==> src/rtl/booth_pkg.sv <==
// Shared types for the radix-4 Booth multiplier: FSM states, recoded ops, default width.
// Pure declarations; no latency and no backpressure.
package booth_pkg;

    localparam int DEFAULT_WIDTH = 32;

    typedef enum logic [1:0] {
        IDLE = 2'd0,
        RUN  = 2'd1,
        DONE = 2'd2
    } booth_state_e;

    typedef enum logic [2:0] {
        OP_ZERO = 3'd0,
        OP_PM   = 3'd1,
        OP_P2M  = 3'd2,
        OP_NM   = 3'd3,
        OP_N2M  = 3'd4
    } booth_op_e;

endpackage

==> src/rtl/booth_multiplier_if.sv <==
// Start/done request bus between the ALU issue logic (master) and the Booth multiplier (slave).
// Operands ride with start; start is only honoured while busy is low.
interface booth_multiplier_if
    import booth_pkg::*;
#(
    parameter int WIDTH = DEFAULT_WIDTH
);
    logic             start;
    logic [WIDTH-1:0] multiplicand;
    logic [WIDTH-1:0] multiplier;
    logic             busy;
    logic             done;
    logic [WIDTH-1:0] product_hi;
    logic [WIDTH-1:0] product_lo;

    modport master (
        output start, multiplicand, multiplier,
        input  busy, done, product_hi, product_lo
    );

    modport slave (
        input  start, multiplicand, multiplier,
        output busy, done, product_hi, product_lo
    );
endinterface

==> src/rtl/booth_recoder.sv <==
// Radix-4 Booth recoder: {Q[1],Q[0],Q[-1]} triplet to partial-product operation.
// Combinational, zero latency, no backpressure.
module booth_recoder
    import booth_pkg::*;
(
    input  logic [2:0] triplet_i,
    output booth_op_e  op_o
);
    always_comb begin
        op_o = OP_ZERO;
        case (triplet_i)
            3'b001, 3'b010: op_o = OP_PM;
            3'b011:         op_o = OP_P2M;
            3'b100:         op_o = OP_N2M;
            3'b101, 3'b110: op_o = OP_NM;
            default:        op_o = OP_ZERO;
        endcase
    end
endmodule

==> src/rtl/booth_multiplier.sv <==
// Sequential signed radix-4 Booth multiplier, WIDTH x WIDTH -> 2*WIDTH split into HI/LO.
// done pulses WIDTH/2+1 clocks after the accepted start; start is ignored while busy.
module booth_multiplier
    import booth_pkg::*;
#(
    parameter int WIDTH = DEFAULT_WIDTH
) (
    input logic               clk,
    input logic               rst_n,
    booth_multiplier_if.slave bus
);
    localparam int STEPS = WIDTH / 2;
    localparam int AW    = WIDTH + 2;
    localparam int CW    = (STEPS > 1) ? $clog2(STEPS) : 1;

    localparam logic [1:0] ST_IDLE = IDLE;
    localparam logic [1:0] ST_RUN  = RUN;
    localparam logic [1:0] ST_DONE = DONE;

    logic [1:0]          state_q, state_d;
    logic [AW-1:0]       m_q;
    logic [AW-1:0]       a_q;
    logic [WIDTH-1:0]    q_q;
    logic                qm1_q;
    logic [CW-1:0]       cnt_q;
    logic [WIDTH-1:0]    hi_q, lo_q;
    logic                done_q;

    booth_op_e           op;
    logic [AW-1:0]       m2;
    logic [AW-1:0]       addend;
    logic [AW-1:0]       a_sum;
    logic signed [AW+WIDTH:0] shifted;

    booth_recoder u_recoder (
        .triplet_i ({q_q[1:0], qm1_q}),
        .op_o      (op)
    );

    // 2M still fits in AW bits even for the most-negative operand.
    assign m2 = {m_q[AW-2:0], 1'b0};

    always_comb begin
        addend = '0;
        case (op)
            OP_PM:   addend = m_q;
            OP_P2M:  addend = m2;
            OP_NM:   addend = -m_q;
            OP_N2M:  addend = -m2;
            default: addend = '0;
        endcase
        a_sum   = a_q + addend;
        shifted = $signed({a_sum, q_q, qm1_q}) >>> 2;
    end

    always_comb begin
        state_d = state_q;
        case (state_q)
            ST_IDLE: if (bus.start) state_d = ST_RUN;
            ST_RUN:  if (cnt_q == CW'(STEPS - 1)) state_d = ST_DONE;
            ST_DONE: state_d = ST_IDLE;
            default: state_d = ST_IDLE;
        endcase
    end

    always_ff @(posedge clk or negedge rst_n) begin
        if (!rst_n) begin
            state_q <= ST_IDLE;
            m_q     <= '0;
            a_q     <= '0;
            q_q     <= '0;
            qm1_q   <= 1'b0;
            cnt_q   <= '0;
            hi_q    <= '0;
            lo_q    <= '0;
            done_q  <= 1'b0;
        end else begin
            state_q <= state_d;
            done_q  <= 1'b0;
            case (state_q)
                ST_IDLE: begin
                    if (bus.start) begin
                        m_q   <= {{2{bus.multiplicand[WIDTH-1]}}, bus.multiplicand};
                        q_q   <= bus.multiplier;
                        qm1_q <= 1'b0;
                        a_q   <= '0;
                        cnt_q <= '0;
                    end
                end
                ST_RUN: begin
                    a_q   <= shifted[AW+WIDTH:WIDTH+1];
                    q_q   <= shifted[WIDTH:1];
                    qm1_q <= shifted[0];
                    cnt_q <= cnt_q + CW'(1);
                end
                ST_DONE: begin
                    hi_q   <= a_q[WIDTH-1:0];
                    lo_q   <= q_q;
                    done_q <= 1'b1;
                end
                default: ;
            endcase
        end
    end

    assign bus.busy       = (state_q != ST_IDLE);
    assign bus.done       = done_q;
    assign bus.product_hi = hi_q;
    assign bus.product_lo = lo_q;

endmodule
==> src/flat_wrapper.sv <==
// flat-port wrapper written by rule: the top's interface ports become plain ports
module booth_multiplier_flat import booth_pkg::*;
#(
    parameter int WIDTH = DEFAULT_WIDTH
)
  (clk, rst_n, bus_start, bus_multiplicand, bus_multiplier, bus_busy, bus_done, bus_product_hi, bus_product_lo);
  booth_multiplier_if #(.WIDTH(WIDTH)) bus_i ();
  input logic clk;
  input logic rst_n;
  input wire logic [$bits(bus_i.start)-1:0] bus_start;
  input wire logic [$bits(bus_i.multiplicand)-1:0] bus_multiplicand;
  input wire logic [$bits(bus_i.multiplier)-1:0] bus_multiplier;
  output wire logic [$bits(bus_i.busy)-1:0] bus_busy;
  output wire logic [$bits(bus_i.done)-1:0] bus_done;
  output wire logic [$bits(bus_i.product_hi)-1:0] bus_product_hi;
  output wire logic [$bits(bus_i.product_lo)-1:0] bus_product_lo;
  assign bus_i.start = bus_start;
  assign bus_i.multiplicand = bus_multiplicand;
  assign bus_i.multiplier = bus_multiplier;
  assign bus_busy = bus_i.busy;
  assign bus_done = bus_i.done;
  assign bus_product_hi = bus_i.product_hi;
  assign bus_product_lo = bus_i.product_lo;
  booth_multiplier #(.WIDTH(WIDTH)) u_core (.clk(clk), .rst_n(rst_n), .bus(bus_i));
endmodule
==> config.mk <==
export PLATFORM = sky130hd
export DESIGN_NAME = booth_multiplier_flat
export DESIGN_NICKNAME = d
export VERILOG_FILES = /design/src/rtl/booth_pkg.sv /design/src/rtl/booth_multiplier_if.sv /design/src/rtl/booth_recoder.sv /design/src/rtl/booth_multiplier.sv /design/src/flat_wrapper.sv
export SDC_FILE = /design/constraint.sdc
export NUM_CORES = 1
export LEC_CHECK = 0
export BUFFER_PORTS_ARGS = -buffer_cell sky130_fd_sc_hd__buf_2
export CELL_PAD_IN_SITES_DETAIL_PLACEMENT = 0
export CELL_PAD_IN_SITES_GLOBAL_PLACEMENT = 1
export CORE_UTILIZATION = 35
export DETAILED_ROUTE_END_ITERATION = 8
export PLACE_DENSITY_LB_ADDON = 0.05
export SLEW_MARGIN = 20
export SYNTH_ARGS = -nofsm -noshare
export SYNTH_HDL_FRONTEND = slang
export SYNTH_SLANG_ARGS = --single-unit
export TNS_END_PERCENT = 10
==> constraint.sdc <==
create_clock -name clk -period 4.5 [get_ports clk]
set_input_delay 0.675 -clock clk [delete_from_list [all_inputs] [get_ports clk]]
set_output_delay 0.675 -clock clk [all_outputs]
set_load 0.02 [all_outputs]
==> metrics.txt, run 1 <==
slowest library cell on the worst path=or4_1; Tmin final=4.44 ns; Port Buffers=132; Mapped Cells=1213; final period utilization=98.7%; power density over the cells=1000 mW/mm2; clock power share=11.8%; Ant. Diodes=0; initial antenna violation count=0; GR Util met3=2.19%; status=finished clean; TritonCTS Buffers=17; Iter 0 DRT Violations=563; Startpoint Class=flip-flop; critical path arrival=4.77 ns; busiest grt layer=met2; Min-Delay Path Class=in2async; ratio of cells with drive above 1 in the final layout=26.9%; Mapped Area=0.0103 mm2; clk slew on worst S/H paths=0.08 ns; Hold-fix buffers, CTS=0; leading area contributor after synthesis=dfrtp_1; Cell Rows=62; Sw Ratio=46.7%; Slew @ Worst Pin=1.01 ns; Setup Crit Path Kind=reg2reg; Crit path top cell by count=or3_1; clk_skew=0.0177 ns; Area growth, synth to finish=27.0%; Peak Freq=225 MHz; Yosys reg bits=168; Final setup viols=0; Seq/Total Area, Yosys=40.9%; crit path max fanout=4; crit path cell chain=nor3_4, nand4b_4, or3_1, or3_1, or3_1, xor2_1, a221oi_2, a31oi_1, ha_1, nand4_1, or4_1, o221ai_2, o31ai_1, a31oi_1, a21oi_2, xnor2_2, o21bai_1, a22o_1; met2 capacity usage during global routing=32.0%; I/O pin cnt=133; main flop type after synthesis=dfrtp_1; antenna viol nets, final=0; post-layout power=0.0131 W; vias per cell=5.08; Max Cap Viol=0; syn nets=1316; RSZ-0062 raised after global routing=yes; die height=173 um; post-route DRC violation count=0; EDFF count, synth=0; Post-synth ARST share=100%; synth warn=0; synth top area cells=dfrtp_1 (41%), nand2_1 (12%), o21ai_0 (5.5%); Sequential Power Share=21.9%; Detail Placement HPWL=21500 um; CP Capture Type=flip-flop; CTS Buffer Depth=2; mean routed wirelength per cell=16.7 um; Final Slew Violations=0; final core utilization=45.4%; final hold vios=0; P_int=0.00696 W; worst vdd ir=401 uV; Cell variety after synth=68; total wire length=30300 um; CTS tree=done; Combinational Power Share=66.3%; largest net degree at the start of global routing=97; clk_lat worst skew=0.44 ns; DR pass1 iterations=4; Worst slew margin=32.7%; CP Data Required Time=4.82 ns; Initial Util=35.7%; core area=0.0288 mm2; GR Util met1=31.3%; syn_area_per_cell=8.48 um2; gr usage total=20.8%; vias in the first global route=8969; DIE WIDTH=173 um; die area=0.0301 mm2; post-synth top area share=40.9%; slowest stage delay, CP=0.45 ns; clock sinks=168; Root Buffer=clkbuf_16; vias post-DR=9215; CTS HTree Levels=4; first-pass GRT wire length=50000 um; Psw=0.00611 W; grt ovf=0; routability cong.=0.844; Leak Pwr=6.31 nW; Final #Nets=1521
## state kept, by name (all words and copies together) (netlist names)
signal / cells
u_core.a_q: 32
u_core.bus.done: 1
u_core.bus.product_hi: 32
u_core.bus.product_lo: 32
u_core.cnt_q: 4
u_core.m_q: 32
u_core.q_q: 32
u_core.qm1_q: 1
u_core.state_q: 2
## through the flow
step	cells	setup TNS (ns)	setup slack (ns)	area [um2]	hold slack, ns
final	1815	0	0.0579	13100	0.353
after global routing	1815	-0.843	-0.180	13100	0.423
after CTS	1811	0	0.00319	12900	0.393
after detailed placement	1778	-0.221	-0.0982	12200	0.457
after global placement	1778	-0.0181	-0.0181	12200	0.452
after floorplan	1213	-0.0160	-0.0133	10300	0.379
## worst max-delay path: cells and delay by family, from the launching register on
kind            cells  cell delay, ns
xor+xnor            2            0.34
simple gates        7            2.01
fa+ha+maj           1            0.35
compound gates      8            1.21
flops               1            0.41
## cell usage in the layout, fill, tap and decap left out, drive strengths merged, types with 16 or more instances in the layout
cell / netlist / layout
clkbuf: 66 / 17
dfrtp: 168 / 168
xor2: 29 / 29
o22ai: 20 / 20
nor2: 49 / 49
a31oi: 19 / 19
nand2: 337 / 337
inv: 16 / 23
mux2i: 42 / 42
buf: 16 / 268
a21o: 22 / 22
o21ai: 114 / 114
xnor2: 35 / 35
ha: 35 / 35
a21oi: 51 / 51
mux2: 28 / 28
nor3: 16 / 16
## Yosys cell counts (8+ instances only)
cell type / n
a21o_1: 22
a21oi_1: 51
a221oi_1: 12
a22oi_1: 8
a31oi_1: 19
buf_1: 12
clkbuf_1: 66
dfrtp_1: 168
ha_1: 35
inv_1: 16
mux2_2: 28
mux2i_1: 42
nand2_1: 337
nand2b_1: 11
nand3_1: 11
nor2_1: 48
nor2b_1: 9
nor3_1: 12
o21ai_0: 112
o22ai_1: 19
or3_1: 12
xnor2_1: 34
xor2_1: 29
## kinds of logic after synthesis
| kind of cell | share of synthesized area (%) |
|---|---|
| flip-flops | 40.9 |
| AND/OR/NAND/NOR | 19.8 |
| AO/OA/AOI/OAI | 18.5 |
| XOR/XNOR | 5.53 |
| buffers and inverters | 3.65 |
| multiplexers | 7.16 |
| adder cells (fa/ha/maj) | 4.45 |
## layer usage
| metal | wire, um | vias to the layer above |
|---|---|---|
| met5 | 0 | - |
| met2 | 13500 | 148 |
| met3 | 790 | 19 |
| li1 | - | 4635 |
| met4 | 333 | 0 |
| met1 | 15700 | 4413 |
## final timing paths
check,start,to,slack [ns],cells past startpoint
setup / recovery,u_core.m_q[6],u_core.a_q[32],0.06,18
hold / removal,rst_n,u_core.bus.product_hi[24],0.35,1
setup reg to reg,u_core.m_q[6],u_core.a_q[32],0.06,18
hold reg to reg,u_core.bus.product_lo[17],u_core.bus.product_lo[17],0.47,2
max in group asynchronous,rst_n,u_core.bus.product_hi[0],3.22,2
min in group clk,bus_multiplicand[31],u_core.m_q[31],0.45,3
## power groups by stage
stage | Clock [W] | Sequential (W) | Combinational (W)
4_1_cts | 0.00160 | 0.00287 | 0.00838
2_1_floorplan | 0 | 0.00294 | 0.00519
3_3_place_gp | 0 | 0.00288 | 0.00823
5_1_grt | 0.00166 | 0.00299 | 0.00962
6_report | 0.00154 | 0.00287 | 0.00866
3_5_place_dp | 0 | 0.00289 | 0.00823
## area by class of cell
cell class / count / area (um2)
clock buffers: 17 / 425
clock inverters: 15 / 195
fillers: 2927 / 15700
inverters: 16 / 60.1
multi-input cells: 947 / 5960
flip-flops and latches: 168 / 4210
well taps: 384 / 480
repair buffers: 268 / 1730
## what timing repair did
action,in CTS,in global routing
pin swaps,12,18
endpoints found under the setup margin,5,13
buffers inserted,1,4
resized for setup,12,34
Note: power is estimated with default switching activity, not from simulation.
==> run 2, diff against run 1 <==
Clock period 4.5 ns to 5.07 ns, I/O delays scaled along.
==> run 2 against run 1 <==
  * First-iteration DRC count is 0.53% lower
  * Sequential share of layout area increased by 2.5 points
  * Wire length down 0.29%
  * Largest cell class unchanged
  * Clock power decreased by 14%
  * Worst setup slack better by 0.24 ns
==> metrics.txt, run 2 (synthesis results as in run 1) <==
status=finished clean; Min-Delay Path Class=in2async; CTS tree=done; Final #Nets=1434 (-5.7%); vias post-DR=8986 (-2.5%); Area growth, synth to finish=17.8%; CTS Buffer Depth=2 (unchanged); fill count=3003 (+2.6%); clock sinks=168 (unchanged); die area=0.0301 mm2 (unchanged); ratio of cells with drive above 1 in the final layout=20.3% (-6.6 points); final setup margin=0.297 ns (+0.239 ns); clk_skew=0.0127 ns (-0.00495 ns); CTS HTree Levels=4 (unchanged); setup repair bufs after CTS=0 (-1); crit path max fanout=6 (+2); commonest non-fill, non-tap cells in the layout=nand2_1 (337), dfrtp_1 (165), buf_2 (131); slowest stage delay, CP=0.51 ns (+0.06 ns); Storage cell area=0.00421 mm2 (about the same); die height=173 um (unchanged); total wire length=30200 um (-0.29%); vias per cell=5.20 (+2.5%); Root Buffer=clkbuf_16; post-route DRC violation count=0 (unchanged); CP Data Required Time=5.40 ns (+0.58 ns); worst vdd ir=294 uV (-27%); Peak Freq=210 MHz (-6.9%); Cell Rows=62 (unchanged); DR pass1 iterations=5 (+1); Initial Util=35.7% (unchanged); core area=0.0288 mm2 (unchanged); mean routed wirelength per cell=17.5 um (+4.8%); Startpoint Class=flip-flop; Hold-fix buffers, CTS=0 (unchanged); Tmin final=4.77 ns (+0.331 ns); gr usage total=20.7% (-0.17 points); Post-Layout Cell Count=1727 (-4.8%); Detail Placement HPWL=21300 um (-0.66%); largest net degree at the start of global routing=106 (+9.3%); final period utilization=94.1% (-4.6 points); Final Slew Violations=0 (unchanged); power density over the cells=866 mW/mm2 (-13%); initial antenna violation count=0 (unchanged); TritonCTS Buffers=17 (unchanged); antenna viol nets, final=0 (unchanged); crit path cell chain=or3_1, or4_4, nor2_2, nand3_2, buf_4, nor3_1, xnor2_1, a221oi_1, a31oi_1, ha_1, nand4_1, or3_1, or3_1, a21boi_0, o21ai_0, a32o_1; Ant. Diodes=0 (unchanged); final hold vios=0 (unchanged); first-pass GRT wire length=49100 um (-1.8%); grt ovf=0 (unchanged); slowest library cell on the worst path=or4_4; post-layout power=0.0105 W (-20%); Crit path top cell by count=or3_1; dpl cells=1696 (-4.6%); Setup Crit Path Kind=reg2reg; I/O pin cnt=133 (unchanged); DIE WIDTH=173 um (unchanged); Resized cells post-CTS=0 (-12); Port Buffers=132 (unchanged); Final setup viols=0 (unchanged); routability cong.=0.839 (-0.56%); clk_lat worst skew=0.45 ns (about the same); CP Capture Type=flip-flop; commonest non-fill, non-tap cell in the layout=nand2_1; Max Cap Viol=0 (unchanged); Leak Pwr=5.80 nW (-8.1%); clk slew on worst S/H paths=0.08 ns (about the same); area of the multi-input gates=0.00575 mm2 (-3.6%); critical path arrival=5.10 ns (+0.33 ns); vias in the first global route=8748 (-2.5%); Slew @ Worst Pin=1.01 ns (-0.00235 ns); Place WS=0.201 ns (+0.299 ns); Iter 0 DRT Violations=560 (-0.53%); Worst slew margin=32.9% (+0.16 points)
## run 2: cell types whose count changed in the layout (fill, tap and decap cells not counted), sizes merged
cell	delta
clkbuf	+1
inv	+2
buf	-87
clkinv	-4
## run 2: worst paths after layout
kind                                           startpoint                         to  slack, ns  cells past startpoint
max in group asynchronous                           rst_n              u_core.q_q[1]       3.72                      2
min in group clk                u_core.bus.product_hi[19]  u_core.bus.product_hi[19]       0.47                      2
worst max-delay path                       u_core.m_q[10]             u_core.a_q[28]       0.30                     16
worst max register to register             u_core.m_q[10]             u_core.a_q[28]       0.30                     16
worst min-delay path                                rst_n  u_core.bus.product_hi[22]       0.30                      1
worst min register to register  u_core.bus.product_hi[19]  u_core.bus.product_hi[19]       0.47                      2
## run 2: cell type report
cell class	count	share of cell area, %
clock inverter	13	1.09
tap	384	3.97
multi-input combinational	947	47.4
clock buffer	18	3.63
inverter	16	0.496
sequential	168	34.7
timing repair buffer	181	8.65
## run 2: stage by stage
stage / cell area [um2] / utilization, % / hold WS [ns] / TNS [ns]
finish: 12100 / 42.1 / 0.305 / 0
global route: 12100 / 42.1 / 0.369 / -0.00231
floorplan: 10300 / - / 0.451 / 0
CTS: 12100 / 42.0 / 0.351 / 0
detailed placement: 11500 / 40.0 / 0.457 / 0
global placement: 11500 / 40.0 / 0.453 / 0
## run 2: per-layer routing
layer | routed length (um) | part of all wire (%) | track usage, %
met3 | 1120 | 3.7 | 3.25
met5 | 0 | 0 | 0
met2 | 13100 | 43 | 31.0
met4 | 465 | 1.5 | 5.57
met1 | 15500 | 51 | 30.7
## run 2: critical path, delay by kind of cell (launching register included)
family | cells | cell delay, ns
and+or+nand+nor | 8 | 2.46
AOI/OAI and AO/OA | 5 | 1.05
adders and majority gates | 1 | 0.45
DFF | 1 | 0.38
buffers and inverters | 1 | 0.18
xor gates and xnor gates | 1 | 0.13
## run 2: report_power, final
part,switching (W),total (W),internal [W],leakage [nW]
Sequential,0.000644,0.00263,0.00199,2.13
Combinational,0.00380,0.00654,0.00274,3.39
Clock,0.000653,0.00132,0.000667,0.280
Total,0.00509,0.0105,0.00540,5.80
==> run 3, diff against run 2 <==
Settings changed: ABC_AREA set to 1, CORE_ASPECT_RATIO set to 1.5, CORE_MARGIN set to 8.
==> run 3 against run 2 <==
  * Clock-buffer cell count increased by 2
  * Critical path depth shrank 1
  * Sequential share of layout area rose by 0.52 points
  * Cell count increased by 9.6%
  * Synthesized area down 0.21%
  * Clock skew is essentially flat
  * Via count up 7.2%
  * Register-to-register slack improved by 0.89 ns
  * Critical endpoint is now u_core.a_q[32]
==> metrics.txt, run 3 <==
status=finished clean; Initial Util=35.1% (-0.58 points); Min-Delay Path Class=in2async; post-route DRC violation count=0 (unchanged); Ant. Diodes=0 (unchanged); final period utilization=76.6% (-18 points); Synth Area in Compound Gates=17.8% (-0.78 points); Post-Layout Cell Count=1892 (+9.6%); Hold WS=0.390 ns (+0.0849 ns); synth top area cells=dfrtp_1 (41%), nand2_1 (13%), inv_1 (5.2%); Final setup viols=0 (unchanged); Peak Freq=257 MHz (+23%); Port Buffers=132 (unchanged); ratio of cells with drive above 1 in the final layout=15.1% (-5.2 points); largest net degree at the start of global routing=90 (-15%); most frequent cells after synthesis=nand2_1 (342), dfrtp_1 (168), inv_1 (143); clock sinks=168 (unchanged); Area growth, synth to finish=16.2%; leading area contributor after synthesis=dfrtp_1; setup repair bufs after CTS=0 (unchanged); vias post-DR=9637 (+7.2%); Cell Rows=77 (+24%); crit path max fanout=13 (+7); post-synth top area share=41.0% (+0.085 points); vias per cell=5.09 (-2.1%); CTS HTree Levels=4 (unchanged); total wire length=33500 um (+11%); syn nets=1476 (+12%); post-synthesis mux area share=0% (-7.2 points); dpl cells=1860 (+9.7%); syn_area_per_cell=7.47 um2 (-12%); post-synthesis adder-cell area fraction=4.46% (+0.0092 points); Slew @ Worst Pin=1.01 ns (+0.00106 ns); Crit path top cell by count=nand3_1; largest family of logic cells by synthesized area=simple AND/OR/NAND/NOR gates; commonest non-fill, non-tap cell in the layout=nand2_1; crit path cell chain=inv_1, nor3_2, buf_4, nand3_1, o211ai_1, ha_1, nand2_1, nor2_1, nand2_1, nor2_1, nand3_1, nand3_1, nand3_1, nand3_1, nand2_1; Tmin final=3.89 ns (-0.888 ns); gr usage total=19.6% (-1.1 points); R2R setup slack=1.18 ns (+0.89 ns); die height=226 um (+30%); synth warn=0 (unchanged); I/O pin cnt=133 (unchanged); core area=0.0292 mm2 (+1.4%); DR pass1 iterations=5 (unchanged); CTS tree=done; Detail Placement HPWL=25600 um (+20%); Final TNS setup=0 ns (unchanged); Cell variety after synth=52 (-24%); final setup margin=1.18 ns (+0.888 ns); count leader, synth=nand2_1; TritonCTS Buffers=17 (unchanged); die area=0.0352 mm2 (+17%); clk_skew=0.0127 ns (-0.0000599 ns); final hold vios=0 (unchanged); terminus of the critical flop-to-flop path=u_core.a_q[32]; worst r2r src=u_core.q_q[1]; slowest library cell on the worst path=nor3_2; first-pass GRT wire length=53600 um (+9.1%); RSZ-0062 raised after global routing=no; Final #Nets=1587 (+11%); clk slew on worst S/H paths=0.07 ns (about the same); Post-synth ARST share=100% (unchanged); initial antenna violation count=1 (+1); Iter 0 DRT Violations=514 (-8.2%); Hold-fix buffers, CTS=0 (unchanged); XOR/XNOR share of the synthesized area=1.88% (-3.6 points); CTS Buffer Depth=2 (unchanged); Place WS=1.27 ns (+1.07 ns); Setup Crit Path Kind=reg2reg; grt ovf=0 (unchanged); commonest non-fill, non-tap cells in the layout=nand2_1 (340), dfrtp_1 (168), inv_1 (143); slowest stage delay, CP=0.79 ns (+0.28 ns); Yosys reg bits=168 (unchanged); Worst slew margin=32.5% (-0.36 points); DIE WIDTH=156 um (-10%); Seq/Total Area, Yosys=41.0% (+0.085 points); CP Data Required Time=5.40 ns (about the same); crit path capture=u_core.a_q[32]; Worst R2R Path Depth=15 (-1); Worst Setup SP=u_core.q_q[1]; mean routed wirelength per cell=17.7 um (+1.3%); critical path arrival=4.22 ns (-0.88 ns); EDFF count, synth=0 (unchanged); antenna viol nets, final=0 (unchanged); Root Buffer=clkbuf_16; Max Cap Viol=0 (unchanged); CP Capture Type=flip-flop; Resized cells post-CTS=0 (unchanged); clk_lat worst skew=0.45 ns (about the same); Startpoint Class=flip-flop; vias in the first global route=9727 (+11%); Final Slew Violations=0 (unchanged); Post-Synth Simple-Gate Area=27.1% (+7.3 points); Mapped Cells=1373 (+13%); routability cong.=0.978 (+17%); Mapped Area=0.0103 mm2 (-0.21%); main flop type after synthesis=dfrtp_1
run 3: layer usage:
layer	up-vias	GRT usage, %	routed length [um]
met5	-	0	12
met4	2	7.47	911
met3	43	3.06	1190
met2	212	35.6	17500
met1	4572	22.5	13900
li1	4808	-	-
run 3: cell type report:
cell class | instances | area, um2
Clock buffer | 20 | 447
Clock inverter | 12 | 161
Fill cell | 3155 | 17300
Inverter | 157 | 589
Multi-Input combinational cell | 998 | 5270
Sequential cell | 168 | 4200
Tap cell | 395 | 494
Timing Repair Buffer | 142 | 754
run 3: how the worst min path moves through the flow:
stage | startpoint | endpoint
global route | rst_n | u_core.bus.product_lo[7]
floorplan | u_core.q_q[30] | u_core.q_q[30]
CTS | rst_n | u_core.bus.product_lo[7]
global placement | u_core.bus.product_hi[28] | u_core.bus.product_hi[28]
detailed placement | u_core.bus.product_hi[28] | u_core.bus.product_hi[28]
finish | rst_n | u_core.bus.product_lo[7]
run 3: cell families (layout without fill, tap and decap cells):
| kind of cell | count (synthesis) | after routing |
|---|---|---|
| adder cells (fa/ha/maj) | 36 | 36 |
| AO/OA/AOI/OAI | 302 | 302 |
| XOR/XNOR | 22 | 22 |
| buffers and inverters | 207 | 331 |
| flip-flops | 168 | 168 |
| AND/OR/NAND/NOR | 638 | 638 |
run 3: per-stage QoR:
stage | area [um2] | utilization, %
4_1_cts | 11900 | 40.8
3_5_place_dp | 11300 | 38.8
6_report | 11900 | 40.8
2_1_floorplan | 10300 | -
5_1_grt | 11900 | 40.8
3_3_place_gp | 11300 | 38.8
run 3: worst max-delay path: cells and delay by family (launching register included):
kind | cells | cell delay [ns]
buffers and inverters | 2 | 0.52
adder cells (fa/ha/maj) | 1 | 0.27
AND/OR/NAND/NOR | 11 | 2.37
flip-flops | 1 | 0.44
AO/OA/AOI/OAI | 1 | 0.15
Power of run 3 is not shown: default switching activity piles up to over one toggle a cycle in this logic, so the estimate is an artifact.
